File: config.mk
export PLATFORM = sky130hd
export DESIGN_NAME = vga_fill_arbiter
export DESIGN_NICKNAME = d
export VERILOG_FILES = /design/src/rtl/vga_fill_arbiter.sv
export SDC_FILE = /design/constraint.sdc
export NUM_CORES = 1
export LEC_CHECK = 0
export CAP_MARGIN = 30
export CORE_MARGIN = 4
export CORE_UTILIZATION = 50
export CTS_CLUSTER_SIZE = 10
export DETAILED_ROUTE_END_ITERATION = 16
export DONT_BUFFER_PORTS = 1
export PLACE_DENSITY = 0.68
export SLEW_MARGIN = 20
export SYNTH_ARGS = -nofsm -noshare
export SYNTH_HDL_FRONTEND = slang
export SYNTH_SLANG_ARGS = --single-unit
File: constraint.sdc
create_clock -name clk_cpu -period 2.51 [get_ports clk_cpu]
set_input_delay 0.251 -clock clk_cpu [delete_from_list [all_inputs] [get_ports clk_cpu]]
set_output_delay 0.251 -clock clk_cpu [all_outputs]
set_load 0.01 [all_outputs]
File: src/rtl/vga_fill_arbiter.sv
// Shares the framebuffer write port between CPU pixel writes and a
// rectangle-fill engine; the CPU always wins, the engine stalls.
module vga_fill_arbiter #(
  parameter int H_RES       = 640,
  parameter int V_RES       = 480,
  parameter int PIXEL_COUNT = H_RES * V_RES
) (
  input  logic        clk_cpu,
  input  logic        reset_n,
  input  logic        cpu_wr,
  input  logic [31:0] cpu_addr,
  input  logic [7:0]  cpu_data,
  input  logic        fill_start,
  input  logic        fill_abort,
  input  logic [9:0]  fill_x0,
  input  logic [9:0]  fill_y0,
  input  logic [9:0]  fill_w,
  input  logic [9:0]  fill_h,
  input  logic [7:0]  fill_color,
  output logic        fill_busy,
  output logic        fill_done,
  output logic        fb_wr,
  output logic [31:0] fb_addr,
  output logic [7:0]  fb_data
);

  typedef enum logic [1:0] {IDLE, SETUP, RUN, DONE} state_e;

  state_e      state_q, state_d;
  logic [9:0]  x0_q, x0_d, y0_q, y0_d;
  logic [9:0]  w_q, w_d, h_q, h_d;
  logic [7:0]  color_q, color_d;
  logic [10:0] x_q, x_d, y_q, y_d;
  logic [10:0] x_end_q, x_end_d;
  logic [10:0] y_end_q, y_end_d;
  logic [31:0] row_base_q, row_base_d;
  logic        fb_wr_q, fb_wr_d;
  logic [31:0] fb_addr_q, fb_addr_d;
  logic [7:0]  fb_data_q, fb_data_d;
  logic        busy_q, busy_d;
  logic        done_q, done_d;
  logic [10:0] x_sum, y_sum;
  logic        empty;

  assign x_sum = {1'b0, x0_q} + {1'b0, w_q};
  assign y_sum = {1'b0, y0_q} + {1'b0, h_q};
  assign empty = (w_q == '0) || (h_q == '0) ||
                 ({1'b0, x0_q} >= 11'(H_RES)) ||
                 ({1'b0, y0_q} >= 11'(V_RES));

  always_comb begin
    state_d    = state_q;
    x0_d       = x0_q;
    y0_d       = y0_q;
    w_d        = w_q;
    h_d        = h_q;
    color_d    = color_q;
    x_d        = x_q;
    y_d        = y_q;
    x_end_d    = x_end_q;
    y_end_d    = y_end_q;
    row_base_d = row_base_q;
    fb_wr_d    = 1'b0;
    fb_addr_d  = fb_addr_q;
    fb_data_d  = fb_data_q;
    busy_d     = (state_q == SETUP) || (state_q == RUN);
    done_d     = (state_q == DONE);
    if (cpu_wr) begin
      fb_wr_d   = 1'b1;
      fb_addr_d = cpu_addr;
      fb_data_d = cpu_data;
    end
    unique case (state_q)
      IDLE: begin
        if (fill_start) begin
          x0_d    = fill_x0;
          y0_d    = fill_y0;
          w_d     = fill_w;
          h_d     = fill_h;
          color_d = fill_color;
          state_d = SETUP;
        end
      end
      SETUP: begin
        x_end_d    = (x_sum > 11'(H_RES)) ? 11'(H_RES) : x_sum;
        y_end_d    = (y_sum > 11'(V_RES)) ? 11'(V_RES) : y_sum;
        row_base_d = 32'(y0_q) * 32'(H_RES);
        x_d        = {1'b0, x0_q};
        y_d        = {1'b0, y0_q};
        state_d    = (empty || fill_abort) ? DONE : RUN;
      end
      RUN: begin
        // A CPU write steals the port; counters hold so nothing is skipped.
        if (!cpu_wr) begin
          fb_wr_d   = 1'b1;
          fb_addr_d = row_base_q + 32'(x_q);
          fb_data_d = color_q;
          if (x_q + 11'd1 == x_end_q) begin
            x_d        = {1'b0, x0_q};
            y_d        = y_q + 11'd1;
            row_base_d = row_base_q + 32'(H_RES);
            if (y_q + 11'd1 == y_end_q)
              state_d = DONE;
          end else begin
            x_d = x_q + 11'd1;
          end
        end
        if (fill_abort)
          state_d = DONE;
      end
      DONE: state_d = IDLE;
      default: state_d = IDLE;
    endcase
  end

  always_ff @(posedge clk_cpu) begin
    if (!reset_n) begin
      state_q    <= IDLE;
      x0_q       <= '0;
      y0_q       <= '0;
      w_q        <= '0;
      h_q        <= '0;
      color_q    <= '0;
      x_q        <= '0;
      y_q        <= '0;
      x_end_q    <= '0;
      y_end_q    <= '0;
      row_base_q <= '0;
      fb_wr_q    <= 1'b0;
      fb_addr_q  <= '0;
      fb_data_q  <= '0;
      busy_q     <= 1'b0;
      done_q     <= 1'b0;
    end else begin
      state_q    <= state_d;
      x0_q       <= x0_d;
      y0_q       <= y0_d;
      w_q        <= w_d;
      h_q        <= h_d;
      color_q    <= color_d;
      x_q        <= x_d;
      y_q        <= y_d;
      x_end_q    <= x_end_d;
      y_end_q    <= y_end_d;
      row_base_q <= row_base_d;
      fb_wr_q    <= fb_wr_d;
      fb_addr_q  <= fb_addr_d;
      fb_data_q  <= fb_data_d;
      busy_q     <= busy_d;
      done_q     <= done_d;
    end
  end

  assign fill_busy = busy_q;
  assign fill_done = done_q;
  assign fb_wr     = fb_wr_q;
  assign fb_addr   = fb_addr_q;
  assign fb_data   = fb_data_q;

  // Clipping keeps every fill address inside the framebuffer.
  a_fill_in_range: assert property (@(posedge clk_cpu) disable iff (!reset_n)
    (state_q == RUN && !cpu_wr) |-> (row_base_q + 32'(x_q) < 32'(PIXEL_COUNT)));

endmodule
After elaboration in Yosys (flattened, before gate mapping)
Index checks and enable logic that the tools add are counted.
{"block": "word_totals", "register_bits": 169, "inputBits": 93, "out_inout_bits": 43}
{"block": "op_classes", "n_addsub": 6, "multipliers": 1, "n_lt_le_gt_ge": 4, "n_eq_ne": 11, "n_mux": 27, "reduce_logical": 13}
{"operator": "two-way mux 32 bit", "count": 5}
{"operator": "two-way mux 11 bit", "count": 6}
{"operator": "one-hot mux 32 bit (2 select lines)", "count": 1}
{"operator": "one-hot mux 11 bit (2 select lines)", "count": 2}
{"operator": "adder 32 x 10 -> 32 bit (second input constant)", "count": 1}
{"operator": "adder 32 x 11 -> 32 bit", "count": 1}
{"operator": "two-way mux 8 bit", "count": 3}
{"operator": "adder 10 x 10 -> 11 bit", "count": 2}
{"operator": "adder 11 x 1 -> 11 bit (second input constant)", "count": 2}
{"operator": "== test 11 bit", "count": 2}
{"operator": "zero test 10 bit", "count": 2}
{"operator": "multiplier 10 x 3 -> 13 bit (second input constant)", "count": 1}
{"operator": "> comparator 11 x 10 -> 1 bit (second input constant)", "count": 1}
{"operator": "> comparator 11 x 9 -> 1 bit (second input constant)", "count": 1}
{"operator": ">= comparator 10 bit (second input constant)", "count": 1}
{"operator": ">= comparator 10 x 9 -> 1 bit (second input constant)", "count": 1}
{"operator": "two-way mux 2 bit", "count": 5}
{"operator": "one-hot mux 2 bit (4 select lines)", "count": 1}
{"operator": "!= test 3 x 2 -> 1 bit (second input constant)", "count": 2}
{"operator": "logical OR 1 bit", "count": 5}
{"operator": "== test 2 bit (second input constant)", "count": 2}
{"operator": "two-way mux 1 bit", "count": 4}
{"operator": "!= test 2 bit (second input constant)", "count": 2}
{"operator": "AND reduction 2 bit", "count": 2}
{"operator": "other kinds (7)", "count": 7}

Logic depth before layout (Yosys ltp)
{"block": "logic_depth", "ltp_word": 7, "depth_mapped": 12, "depth_no_buf": 10}

Least setup slack after synthesis
OpenSTA, ideal clock, no wires.
{"block": "synth_path", "path_kind": "reg-to-reg", "startpoint": "register y_q[0]", "endpoint": "register state_q[0]", "setup_time_ps": 136, "arrival_time_ps": 2556, "required_ps": 2374, "path_slack_ps": -182, "path_stages_with_launch": 10, "n_path_buf": 1, "synth_period_minus_slack_ps": 2692, "path_cell_list": "dfxtp_1 > ha_1 > clkbuf_1 > nand3_1 > or4_1 > xnor2_1 > a2111oi_0 > nand4_1 > a2111oi_0 > a211oi_1"}
{"block": "synth_via", "elab_chain_len": 4}
{"item": "start: declaration", "line_no": "33", "source": "logic [10:0] x_q, x_d, y_q, y_d;"}
{"item": "start signal: assignment", "line_no": "142", "source": "y_q <= y_d;"}
{"item": "adder 11 x 1 -> 11 bit", "line_no": "102", "source": "if (y_q + 11'd1 == y_end_q)"}
{"item": "== test 11 bit", "line_no": "102"}
{"item": "!= test 3 x 2 -> 1 bit (no source line)"}
{"item": "AND reduction 4 bit (no source line)"}
{"item": "end signal: assignment", "line_no": "135", "source": "state_q <= state_d;"}
{"item": "end: declaration", "line_no": "29", "source": "state_e state_q, state_d;"}
Every way passes these cells.
A chain may end at the register's enable or synchronous reset.

Worst setup path in the final report
{"block": "layout_path", "startpoint": "register x_q[4]", "endpoint": "register row_base_q[27]"}
{"block": "layout_via", "elab_chain_len": 4}
{"item": "start: declaration", "line_no": "33"}
{"item": "start signal: assignment", "line_no": "124", "source": "x_q <= '0;"}
{"item": "start signal: assignment", "line_no": "141", "source": "x_q <= x_d;"}
{"item": "adder 11 x 1 -> 11 bit", "line_no": "98", "source": "if (x_q + 11'd1 == x_end_q) begin"}
{"item": "== test 11 bit", "line_no": "98"}
{"item": "!= test 2 x 1 -> 1 bit (no source line)"}
{"item": "AND reduction 3 bit (no source line)"}
{"item": "end signal: assignment", "line_no": "145", "source": "row_base_q <= row_base_d;"}
{"item": "end: declaration", "line_no": "36", "source": "logic [31:0] row_base_q, row_base_d;"}
Every way passes these cells.

==> impl_metrics.toml <==
[outcome]
outcome = "finished with violations"
failed_checks = "setup timing"

[logic_synthesis]
yosysSeqAreaShare = 0.339
synth.most_common_cell = "nand2_1"
async_flop_share = 0
synth-edff-count = 0
synth_top_area_share = 0.339
synth_fp_nets = 1351
synthFlopType = "dfxtp_1"
synth_top_cells_by_count = "nand2_1 (164), dfxtp_1 (162), a21oi_1 (139), nor2_1 (87), clkbuf_1 (65)"
postSynthAreaPerCell_um2 = 7.93
synth_area_um2 = 9570
yosysWarnings = 0
yosys-top-cells-area = "dfxtp_1 (34%), a21oi_1 (7.3%), nand2_1 (6.4%)"
ys_seq_elements = 162
synth_cell_types = 75
yosysTopAreaCell = "dfxtp_1"
synth_cells = 1207

[worst_setup_path]
crit_chain = "buf_4 -> xor2_1 -> nor2b_2 -> o22ai_4 -> nor4_4 -> buf_4 -> a31oi_4 -> clkbuf_16 -> or4_1 -> a21oi_1"
crit_top_cell = "buf_4"
end_kind = "flop"
critical-path-max-stage-delay_ns = 0.48
rr_startpoint = "x_q[4]$_SDFFE_PN0P_"
required_ns = 2.86
crit_fanout = 6
r2r_end = "row_base_q[27]$_SDFFE_PN0P_"
critPathLaunchType = "flop"
arrival_ns = 3.00
worst-r2r-setup-slack_ns = -0.15
crit_slowest_cell = "or4_1"
reg2reg_depth = 10
path_class = "flop to flop"

[sta]
timing.slew.headroom = 0.413
finalSetupTns_ns = -2.39
finClkSkew_ns = 0.0138
rsz0062_at_grt = "yes"
hold-worst-slack_ns = 0.0276
hold_viol_final = 0
slew_violations = 0
tightest_slew_ns = 0.881
layout_setup_ws_ns = -0.146
final-setup-viol-count = 32
period_minus_slack_ns = 2.66
fmax_mhz = 376
period_share = 1.06

[place]
io_buffers = 0
hpwl_um = 20500
gp_congestion = 0.874
placed_area_um2 = 10900

[clock_network]
cts_root_buf = "clkbuf_16"
clkTransAtPathRegs_ns = 0.07
insertion_delay_ns = 0.44
htree_levels = 4
clock_path_buffers = 2
numClockSinks = 162
cts-buffers-inserted = 17
cts_tree = "built"

[min_path]
min_from = "cpu_addr[31]"
whs_path_depth = 2
hold_end = "fb_addr[31]$_SDFF_PN0_"
hp-class = "input port to flop"

[global_route]
gr-total-overflow = 0
grt_pass1_wl_um = 49300
grtUsageTotal = 0.278
antenna_found_initial = 0
first_global_vias = 9840
grt_max_degree = 63

[cells_and_area]
antenna_cells = 0
fin_nets = 1568
syn2layout_area_growth_pct = 37.4
finalInstanceArea_um2 = 13200
drive_above_1_share = 0.228
utilization = 0.701

[detailed_routing]
drt_wl_total_um = 31900
drc = 0
viasPerCell = 6.09
drt_iter0_markers = 855
vias = 10200
ant_nets = 0
post_drt_wl_per_cell_um = 19.1
drt-pass1-iter-count = 8

[power_and_ir_drop]
p_leak_uw = 0.00519
p_total_uw = 12300
peakVddDrop_v = 0.000906
power_density_nw_per_um2 = 936

[run]
drv_cap = 0

[die]
die_x_um = 146
dieArea_um2 = 21400
core_um2 = 18800
die_h_um = 146
io_pins = 136
rows = 50
initial_utilization = 0.510
==> repair_timing <==
item                       4_1_cts  5_1_grt
resized for setup               48       69
hold buffers                    91        1
pin swaps                        8       43
buffers inserted                 5       17
cloned                           0        3
hold endpoints to repair       108        1
setup endpoints to repair       66       74
==> cell families (layout without fill, tap and decap cells) <==
| kind of cell | Yosys count | in the layout | synth area share |
|---|---|---|---|
| buffers and inverters | 113 | 342 | 0.0465 |
| adder cells (fa/ha/maj) | 51 | 51 | 0.0690 |
| flip-flops | 162 | 162 | 0.339 |
| AO/OA/AOI/OAI | 354 | 354 | 0.243 |
| multiplexers | 25 | 25 | 0.0264 |
| AND/OR/NAND/NOR | 444 | 445 | 0.223 |
| XOR/XNOR | 58 | 58 | 0.0531 |
==> final cells by class <==
| type | count | area, um2 |
|---|---|---|
| multi-input cells | 933 | 6360 |
| fillers | 1427 | 5620 |
| flip-flops and latches | 162 | 3280 |
| repair buffers | 280 | 2470 |
| clock buffers | 17 | 425 |
| well taps | 234 | 293 |
| clock inverters | 15 | 215 |
| inverters | 30 | 114 |
==> worst max path at each step <==
stage	startpoint	end	slack, ns	cells past startpoint
after floorplan	y_q[0]$_SDFFE_PN0P_	state_q[0]$_SDFFE_PN0P_	-0.04	9
after global placement	x_q[1]$_SDFFE_PN0P_	row_base_q[26]$_SDFFE_PN0P_	-0.16	10
after detailed placement	x_q[1]$_SDFFE_PN0P_	row_base_q[25]$_SDFFE_PN0P_	-0.28	10
after CTS	x_q[0]$_SDFFE_PN0P_	row_base_q[29]$_SDFFE_PN0P_	-0.17	11
after global routing	x_q[1]$_SDFFE_PN0P_	row_base_q[13]$_SDFFE_PN0P_	-0.26	11
final	x_q[4]$_SDFFE_PN0P_	row_base_q[27]$_SDFFE_PN0P_	-0.15	10
==> critical path, delay by kind of cell (launching register included) <==
kind | cells | cell delay [ns]
AOI/OAI and AO/OA | 3 | 0.40
buffers and inverters | 3 | 0.56
and+or+nand+nor | 3 | 0.93
DFF | 1 | 0.40
xor gates and xnor gates | 1 | 0.28
==> report_power, final <==
| group | switching, uW | leakage [uW] | internal, uW |
|---|---|---|---|
| clock network | 1190 | 0.000310 | 1700 |
| registers | 501 | 0.00133 | 3070 |
| logic | 3080 | 0.00354 | 2770 |
| total | 4770 | 0.00519 | 7540 |
==> registers in the layout (all words and copies together) (netlist names) <==
name        cells
fill_busy       1
y_q            11
x0_q           10
fb_addr        32
row_base_q     25
y0_q           10
state_q         2
x_end_q        11
fb_data         8
x_q            11
y_end_q        11
w_q            10
fill_done       1
color_q         8
h_q            10
fb_wr           1
==> metal layers <==
layer,vias up,global-route usage,share of wire,routed length [um]
li1,4855,-,-,-
met1,4773,0.349,0.41,13200
met2,463,0.483,0.49,15500
met3,83,0.0497,0.069,2190
met4,0,0.0894,0.031,983
met5,-,0,0,0
==> cells in the final DEF (no fill, tap or decap), types with 8 or more instances in the layout <==
master	count
xor2_1	22
nor4_1	11
xnor2_1	33
nand4_1	14
dfxtp_1	145
buf_4	171
nor2_1	87
a22oi_1	10
nand3_1	34
o21ai_0	34
a31oi_1	10
a21oi_1	131
ha_4	8
a211oi_1	15
dfxtp_2	12
nand2_1	162
nor3_1	26
dlygate4sd3_1	91
nand2b_1	10
ha_1	39
and2_1	11
a22o_1	9
o32ai_1	10
clkbuf_16	19
o21a_1	11
mux2i_1	23
a21oi_2	8
or3_1	16
or4_1	12
o22ai_1	9
inv_1	27
o31ai_1	20
buf_6	9
and3_1	11
==> through the flow <==
step,cells,setup WS (ns)
final,1671,-0.146
after global routing,1671,-0.255
after CTS,1652,-0.173
after detailed placement,1524,-0.280
after global placement,1524,-0.156
after floorplan,1207,-0.0416
No activity file was read; power rests on OpenSTA's default activity.
